File: config.mk
export PLATFORM = sky130hd
export DESIGN_NAME = debounce_edge
export DESIGN_NICKNAME = d
export VERILOG_FILES = /design/src/rtl/debounce_edge_pkg.sv /design/src/rtl/sat_counter.sv /design/src/rtl/debounce_edge.sv
export SDC_FILE = /design/constraint.sdc
export NUM_CORES = 1
export LEC_CHECK = 0
export BUFFER_PORTS_ARGS = -buffer_cell sky130_fd_sc_hd__buf_2
export CORE_MARGIN = 1.5
export CORE_UTILIZATION = 47
export DETAILED_ROUTE_END_ITERATION = 10
export PLACE_DENSITY_LB_ADDON = 0.2
export SETUP_SLACK_MARGIN = 0.1
export SYNTH_ARGS = -nofsm -noshare
export SYNTH_HDL_FRONTEND = slang
export SYNTH_SLANG_ARGS = --single-unit
File: constraint.sdc
create_clock -name clk -period 2 [get_ports clk]
set_clock_uncertainty 0.15 [all_clocks]
set_input_delay 0.5 -clock clk [delete_from_list [all_inputs] [get_ports clk]]
set_output_delay 0.5 -clock clk [all_outputs]
set_load 0.01 [all_outputs]
File: src/rtl/debounce_edge_pkg.sv
// debounce_edge_pkg: shared FSM state encoding; bit 1 is the accepted level, bit 0 means qualifying
package debounce_edge_pkg;
  typedef enum logic [1:0] {
    STABLE_LO = 2'b00,
    QUAL_HI   = 2'b01,
    STABLE_HI = 2'b10,
    QUAL_LO   = 2'b11
  } state_t;
endpackage

File: src/rtl/sat_counter.sv
// sat_counter: saturating up-counter; clear wins over the old value but keeps a coincident increment
module sat_counter #(
  parameter int W = 8
) (
  input  logic         clk,
  input  logic         rst,
  input  logic         inc,
  input  logic         clr,
  output logic [W-1:0] q
);
  always_ff @(posedge clk or posedge rst)
    if (rst) q <= '0;
    else if (clr) q <= W'(inc);
    else if (inc && q != '1) q <= q + 1'b1;
endmodule

File: src/rtl/debounce_edge.sv
// debounce_edge: qualifies a synchronized level into a clean level, edge strobes and a rise counter
module debounce_edge
  import debounce_edge_pkg::*;
#(
  parameter int   DEBOUNCE_CYCLES = 16,
  parameter int   CNT_W           = 8,
  parameter logic INIT_LEVEL      = 1'b0
) (
  input  logic             clk,
  input  logic             rst,
  input  logic             sync_in,
  input  logic             en,
  input  logic             clr_count,
  output logic             stable_out,
  output logic             rise_pulse,
  output logic             fall_pulse,
  output logic [CNT_W-1:0] edge_count,
  output logic             busy
);
  localparam int QW = $clog2(DEBOUNCE_CYCLES + 1);
  state_t        state;
  logic [QW-1:0] cnt, cnt_nxt;
  logic          hi, cand, acc;
  assign hi      = state[1];
  assign cand    = sync_in != hi;
  assign cnt_nxt = cnt + 1'b1;
  // cnt holds how many consecutive samples of the new level have been seen
  assign acc     = cand && cnt_nxt == QW'(DEBOUNCE_CYCLES);
  always_ff @(posedge clk or posedge rst)
    if (rst) begin
      state      <= INIT_LEVEL ? STABLE_HI : STABLE_LO;
      cnt        <= '0;
      rise_pulse <= 1'b0;
      fall_pulse <= 1'b0;
    end else begin
      rise_pulse <= en && acc && !hi;
      fall_pulse <= en && acc && hi;
      if (!en || !cand) begin
        state <= hi ? STABLE_HI : STABLE_LO;
        cnt   <= '0;
      end else if (acc) begin
        state <= hi ? STABLE_LO : STABLE_HI;
        cnt   <= '0;
      end else begin
        state <= hi ? QUAL_LO : QUAL_HI;
        cnt   <= cnt_nxt;
      end
    end
  assign stable_out = state[1];
  assign busy       = state[0];
  sat_counter #(.W(CNT_W)) u_cnt (
    .clk(clk),
    .rst(rst),
    .inc(rise_pulse),
    .clr(clr_count),
    .q(edge_count)
  );
endmodule

Word-level counts from Yosys, hierarchy flattened:

Index checks and enable logic that the tools add are counted.

* register bits: 17
* bits in latches: 0
* memory bits (writable): 0
* bits in read-only memories: 0
* input port bits: 5
* output and inout bits: 12
* word-level logic and storage cells: 29
* memories kept: 0

* $add $sub $neg: 2
* $mul: 0
* div/mod/pow operators: 0
* $lt $le $gt $ge: 0
* equal/unequal tests: 3
* shift-type cells: 0
* mux-type cells: 9
* bitwise logic cells: 0
* reduce and logical (&&, ||, !) cells: 10

Operators with widths (number)
* $mux W8: 2
* $mux W2: 5
* $mux W5: 2
* $add A8 B1 Y8 const B: 1
* $ne A8 B8 Y1 const B: 1
* $add A5 B1 Y5 const B: 1
* $eq A5 B5 Y1 const B: 1
* $logic_and A1 B1 Y1: 5
* $logic_not A1 Y1: 3
* $reduce_bool A2 Y1: 1
* $logic_or A1 B1 Y1: 1
* $ne A1 B1 Y1: 1

Longest topological paths before layout:

* depth after elaboration: 5
* mapped depth: 5
* depth with buffers taken out: 5

Modules after synthesis:

A second synthesis with hierarchy kept.

* cells, all modules: 78
* area total of the unflattened synthesis: 830.8 sq um

By module, submodules not included
* sat_counter: instances 1, cells an instance 47, area each 450.4 sq um, seq. area each 200.2 sq um
* debounce_edge: instances 1, cells an instance 31, area each 380.4 sq um, seq. area each 225.2 sq um

Worst setup path after synthesis:

No wires, ideal clock.

* path kind: reg2reg
* start point: register cnt[0]
* end point: register state[1]
* setup time: 0.125 ns
* arrival: 1.632 ns
* data required time: 1.725 ns
* setup slack: 0.093 ns
* stages on the path, launching flop included: 6
* path buffers: 0
* clock period less this slack: 1.907 ns
* cells stage by stage: dfrtp_1 > ha_1 > or4b_1 > o31ai_2 > nand3_2 > mux2_4

* cells in the longest elaborated chain, start to end: 5

Ends and longest elaborated chain
* start, declared: RTL line debounce_edge.sv:22 `logic [QW-1:0] cnt, cnt_nxt;`
* start signal, assigned: RTL line debounce_edge.sv:46 `cnt <= cnt_nxt;`
* $add A5 B1 Y5: RTL line debounce_edge.sv:26 `assign cnt_nxt = cnt + 1'b1;`
* $eq A5 B5 Y1: RTL line debounce_edge.sv:28 `assign acc = cand && cnt_nxt == QW'(DEBOUNCE_CYCLES);`
* $logic_and A1 B1 Y1: RTL line debounce_edge.sv:28
* $mux W2: RTL line debounce_edge.sv:41 `end else if (acc) begin`
* $mux W2: RTL line debounce_edge.sv:38 `if (!en || !cand) begin`
* end signal, assigned: RTL line debounce_edge.sv:31 `state <= INIT_LEVEL ? STABLE_HI : STABLE_LO;`
* end signal, assigned: RTL line debounce_edge.sv:39 `state <= hi ? STABLE_HI : STABLE_LO;`
* end signal, assigned: RTL line debounce_edge.sv:42 `state <= hi ? STABLE_LO : STABLE_HI;`
* end, declared: RTL line debounce_edge.sv:21 `state_t state;`

No other way between the ends.
A chain may end at the register's enable or synchronous reset.

Worst setup path in the final report:

Same ends and word-level chain as after synthesis.

==> impl_metrics.py <==
metrics = {
    "setup_path": {
        "arrival_ns": 1.89,
        "critical-path-max-stage-delay_ns": 0.50,
        "cp-end-kind": "flop",
        "worst-path-max-fanout": 4,
        "timing.setup.critical_path_class": "flop to flop",
        "cp_slowest_cell": "sky130_fd_sc_hd__or4b_4",
        "critPathRequiredTime_ns": 2.02,
        "cp_num_buf_inv": 0,
        "critical_path.top_delay_family": "simple AND/OR/NAND/NOR gates",
        "setup.worst_path.start_class": "flop",
        "worstPathCellList": "ha_2 -> or4b_4 -> o31ai_4 -> nand3_2 -> mux2_4",
    },
    "synthesis": {
        "synth-async-reset-ratio_pct": 100,
        "avgSynthCellArea_sq_um": 10.7,
        "syn_inst": 80,
        "count_of_cell_types_in_the_netlist": 33,
        "post_synth_instance_area_sq_um": 857,
        "netlist.area_leader.share_pct": 49.6,
        "synth_ff_type": "sky130_fd_sc_hd__dfrtp_1",
        "yosysTopAreaCell": "sky130_fd_sc_hd__dfrtp_1",
        "most_numerous_cell_in_the_yosys_netlist": "sky130_fd_sc_hd__dfrtp_1",
        "synth_warnings": 0,
        "netlist_top_cells_count": "sky130_fd_sc_hd__dfrtp_1, sky130_fd_sc_hd__nor2_1, sky130_fd_sc_hd__nand3_1, sky130_fd_sc_hd__nor3_1, sky130_fd_sc_hd__nand2_1",
        "yosys-top-cells-area": "sky130_fd_sc_hd__dfrtp_1, sky130_fd_sc_hd__nor2_1, sky130_fd_sc_hd__ha_1, sky130_fd_sc_hd__and4_1, sky130_fd_sc_hd__xor2_1",
        "sequential_area_share_after_synthesis_pct": 49.6,
        "synth_enable_flop_cells": 0,
        "synthesized_nets": 88,
        "ys_seq_elements": 17,
    },
    "timing": {
        "setup_total_negative_slack_ns": 0,
        "highest_clock_rate_mhz": 536,
        "minimum_clock_period_ns": 1.87,
        "final_max_slew_viol_count": 0,
        "final.hold.worst_slack_ns": 0.125,
        "grt_setup_unrepaired": "yes",
        "final_min_period_over_clock_period_pct": 93.4,
        "worst-slew-pin-transition_ns": 0.609,
        "slew_headroom_pct": 59.4,
        "final_critical_path_setup_slack_ns": 0.133,
        "report.final.hold_viol_count": 0,
        "finalSetupViolations": 0,
    },
    "clock_network": {
        "clockBufferDepth": 2,
        "worst_skew_pair.late_latency_ns": 0.28,
        "cts_inserted_buffers": 3,
        "cts.sinks": 17,
        "postCtsHoldBufs": 0,
        "clock_tree.root_cell": "sky130_fd_sc_hd__clkbuf_4",
        "cts.clk_slew.worst_paths_ns": 0.09,
        "ctsHtreeMaxLevel": 1,
        "cts_tree": "done",
    },
    "cells_and_area": {
        "final_layout_size_suffix_gt1_share_pct": 29.4,
        "num_antenna_cells": 0,
        "area_grow_syn2layout_pct": 20.0,
        "layout.cells.non_filler": 127,
        "nNetsFinal": 111,
    },
    "routing": {
        "wl_per_cell_um": 12.0,
        "vias": 657,
        "via_per_inst": 5.17,
        "detailed_routing_iterations_pass_1": 2,
        "drt_iter0_markers": 7,
        "post_route_antenna_net_violation_count": 0,
        "post-route-drc-count": 0,
        "totalWireLength_um": 1530,
    },
    "placed_design": {
        "io_buffers": 16,
        "place_congestion": 0.769,
        "place.detailed.instances": 120,
        "detailedPlace.worstSlack_ns": 0.0575,
        "detailedPlacementHpwl_um": 1110,
    },
    "grt": {
        "grt_start_max_net_pins": 18,
        "antenna_violations_before_repair": 0,
        "grt_first_pass_wirelength_um": 2420,
        "first_global_vias": 565,
        "grt_use_total_pct": 16.4,
        "overflow": 0,
    },
    "floorplanning": {
        "floorplan.die_area_sq_um": 2090,
        "core.rowCount": 15,
        "die_width_um": 45.7,
        "starting_utilization_of_the_core_area_pct": 49.6,
        "fp.coreArea_sq_um": 1730,
        "floorplan.io_pins": 17,
        "die_y_um": 45.7,
    },
    "status": {
        "result_of_the_run": "finished, final reports clean",
    },
    "power_and_ir_drop": {
        "p_total_mw": 0.549,
        "total_leakage_power_nw": 0.528,
        "vdd.ir_drop.worst_mv": 0.441,
        "power_density_nw_per_um2": 534,
    },
    "job": {
        "timing.max_cap.violations": 0,
    },
    "worst_hold_path": {
        "hp-class": "primary input to asynchronous set/reset pin",
    },
}
[flip-flops by register name, indices dropped and copies added, names as in the netlist]
register	flops
cnt	5
state	2
u_cnt.q	8
rise_pulse	1
fall_pulse	1
[stage by stage]
| stage | area [sq um] | util (%) |
|---|---|---|
| after floorplan | 860 | - |
| after global placement | 967 | 56.0 |
| after detailed placement | 967 | 56.0 |
| after CTS | 1020 | 59.1 |
| after global routing | 1030 | 59.6 |
| final | 1030 | 59.6 |
[power by group]
group / internal (mW) / switching (mW) / total [mW]
Sequential: 0.346 / 0.00200 / 0.348
Combinational: 0.00959 / 0.0192 / 0.0288
Clock: 0.0773 / 0.0945 / 0.172
Total: 0.433 / 0.116 / 0.549
[cell usage in the layout (no fill, tap or decap), types with 2 or more instances in the layout]
master                      n
sky130_fd_sc_hd__dfrtp_1   17
sky130_fd_sc_hd__buf_2     16
sky130_fd_sc_hd__nor2_1    11
sky130_fd_sc_hd__nand3_1    5
sky130_fd_sc_hd__nor3_1     5
sky130_fd_sc_hd__nand2_1    4
sky130_fd_sc_hd__and4_1     3
sky130_fd_sc_hd__xor2_1     3
sky130_fd_sc_hd__a21oi_1    3
sky130_fd_sc_hd__clkbuf_4   3
sky130_fd_sc_hd__buf_4      3
sky130_fd_sc_hd__and3_1     2
sky130_fd_sc_hd__a31oi_1    2
sky130_fd_sc_hd__ha_1       2
[routing by layer]
layer | track usage [%] | routed length (um)
met1 | 23.2 | 750
met2 | 24.5 | 743
met5 | 0 | 0
met3 | 3.57 | 35
met4 | 6.86 | 0
[cells by family (layout without fill, tap and decap cells)]
logic type / count (synthesis) / count (layout) / share of synthesized area, %
DFF: 17 / 17 / 49.6
AOI/OAI and AO/OA: 12 / 12 / 10.1
adders and majority gates: 3 / 3 / 4.38
buffers and inverters: 2 / 24 / 0.875
and+or+nand+nor: 39 / 39 / 26.1
muxes: 2 / 2 / 2.92
xor gates and xnor gates: 5 / 5 / 5.99
[path summary, 6_finish.rpt]
kind                           from  depth (start not counted)         end  slack (ns)
setup / recovery             cnt[0]                          5    state[1]        0.13
hold / removal                  rst                          2  u_cnt.q[4]        0.13
setup reg to reg             cnt[0]                          5    state[1]        0.13
hold reg to reg            state[1]                          1    state[1]        0.43
max in group asynchronous       rst                          2  u_cnt.q[0]        1.17
min in group clk            sync_in                          2  fall_pulse        0.28
[timing repair]
| action | CTS | global route |
|---|---|---|
| pin swaps | 0 | 1 |
| buffers inserted | 2 | 1 |
| gates cloned | 0 | 0 |
| setup endpoints to repair | 1 | 1 |
| gates resized for setup | 2 | 0 |
[final cells by class]
class,instances,area [sq um]
inverters,1,3.75
well taps,25,31.3
clock buffers,4,26.3
repair buffers,19,103
flip-flops and latches,17,425
fillers,157,698
multi-input cells,61,439
No activity file was read; power rests on OpenSTA's default activity.
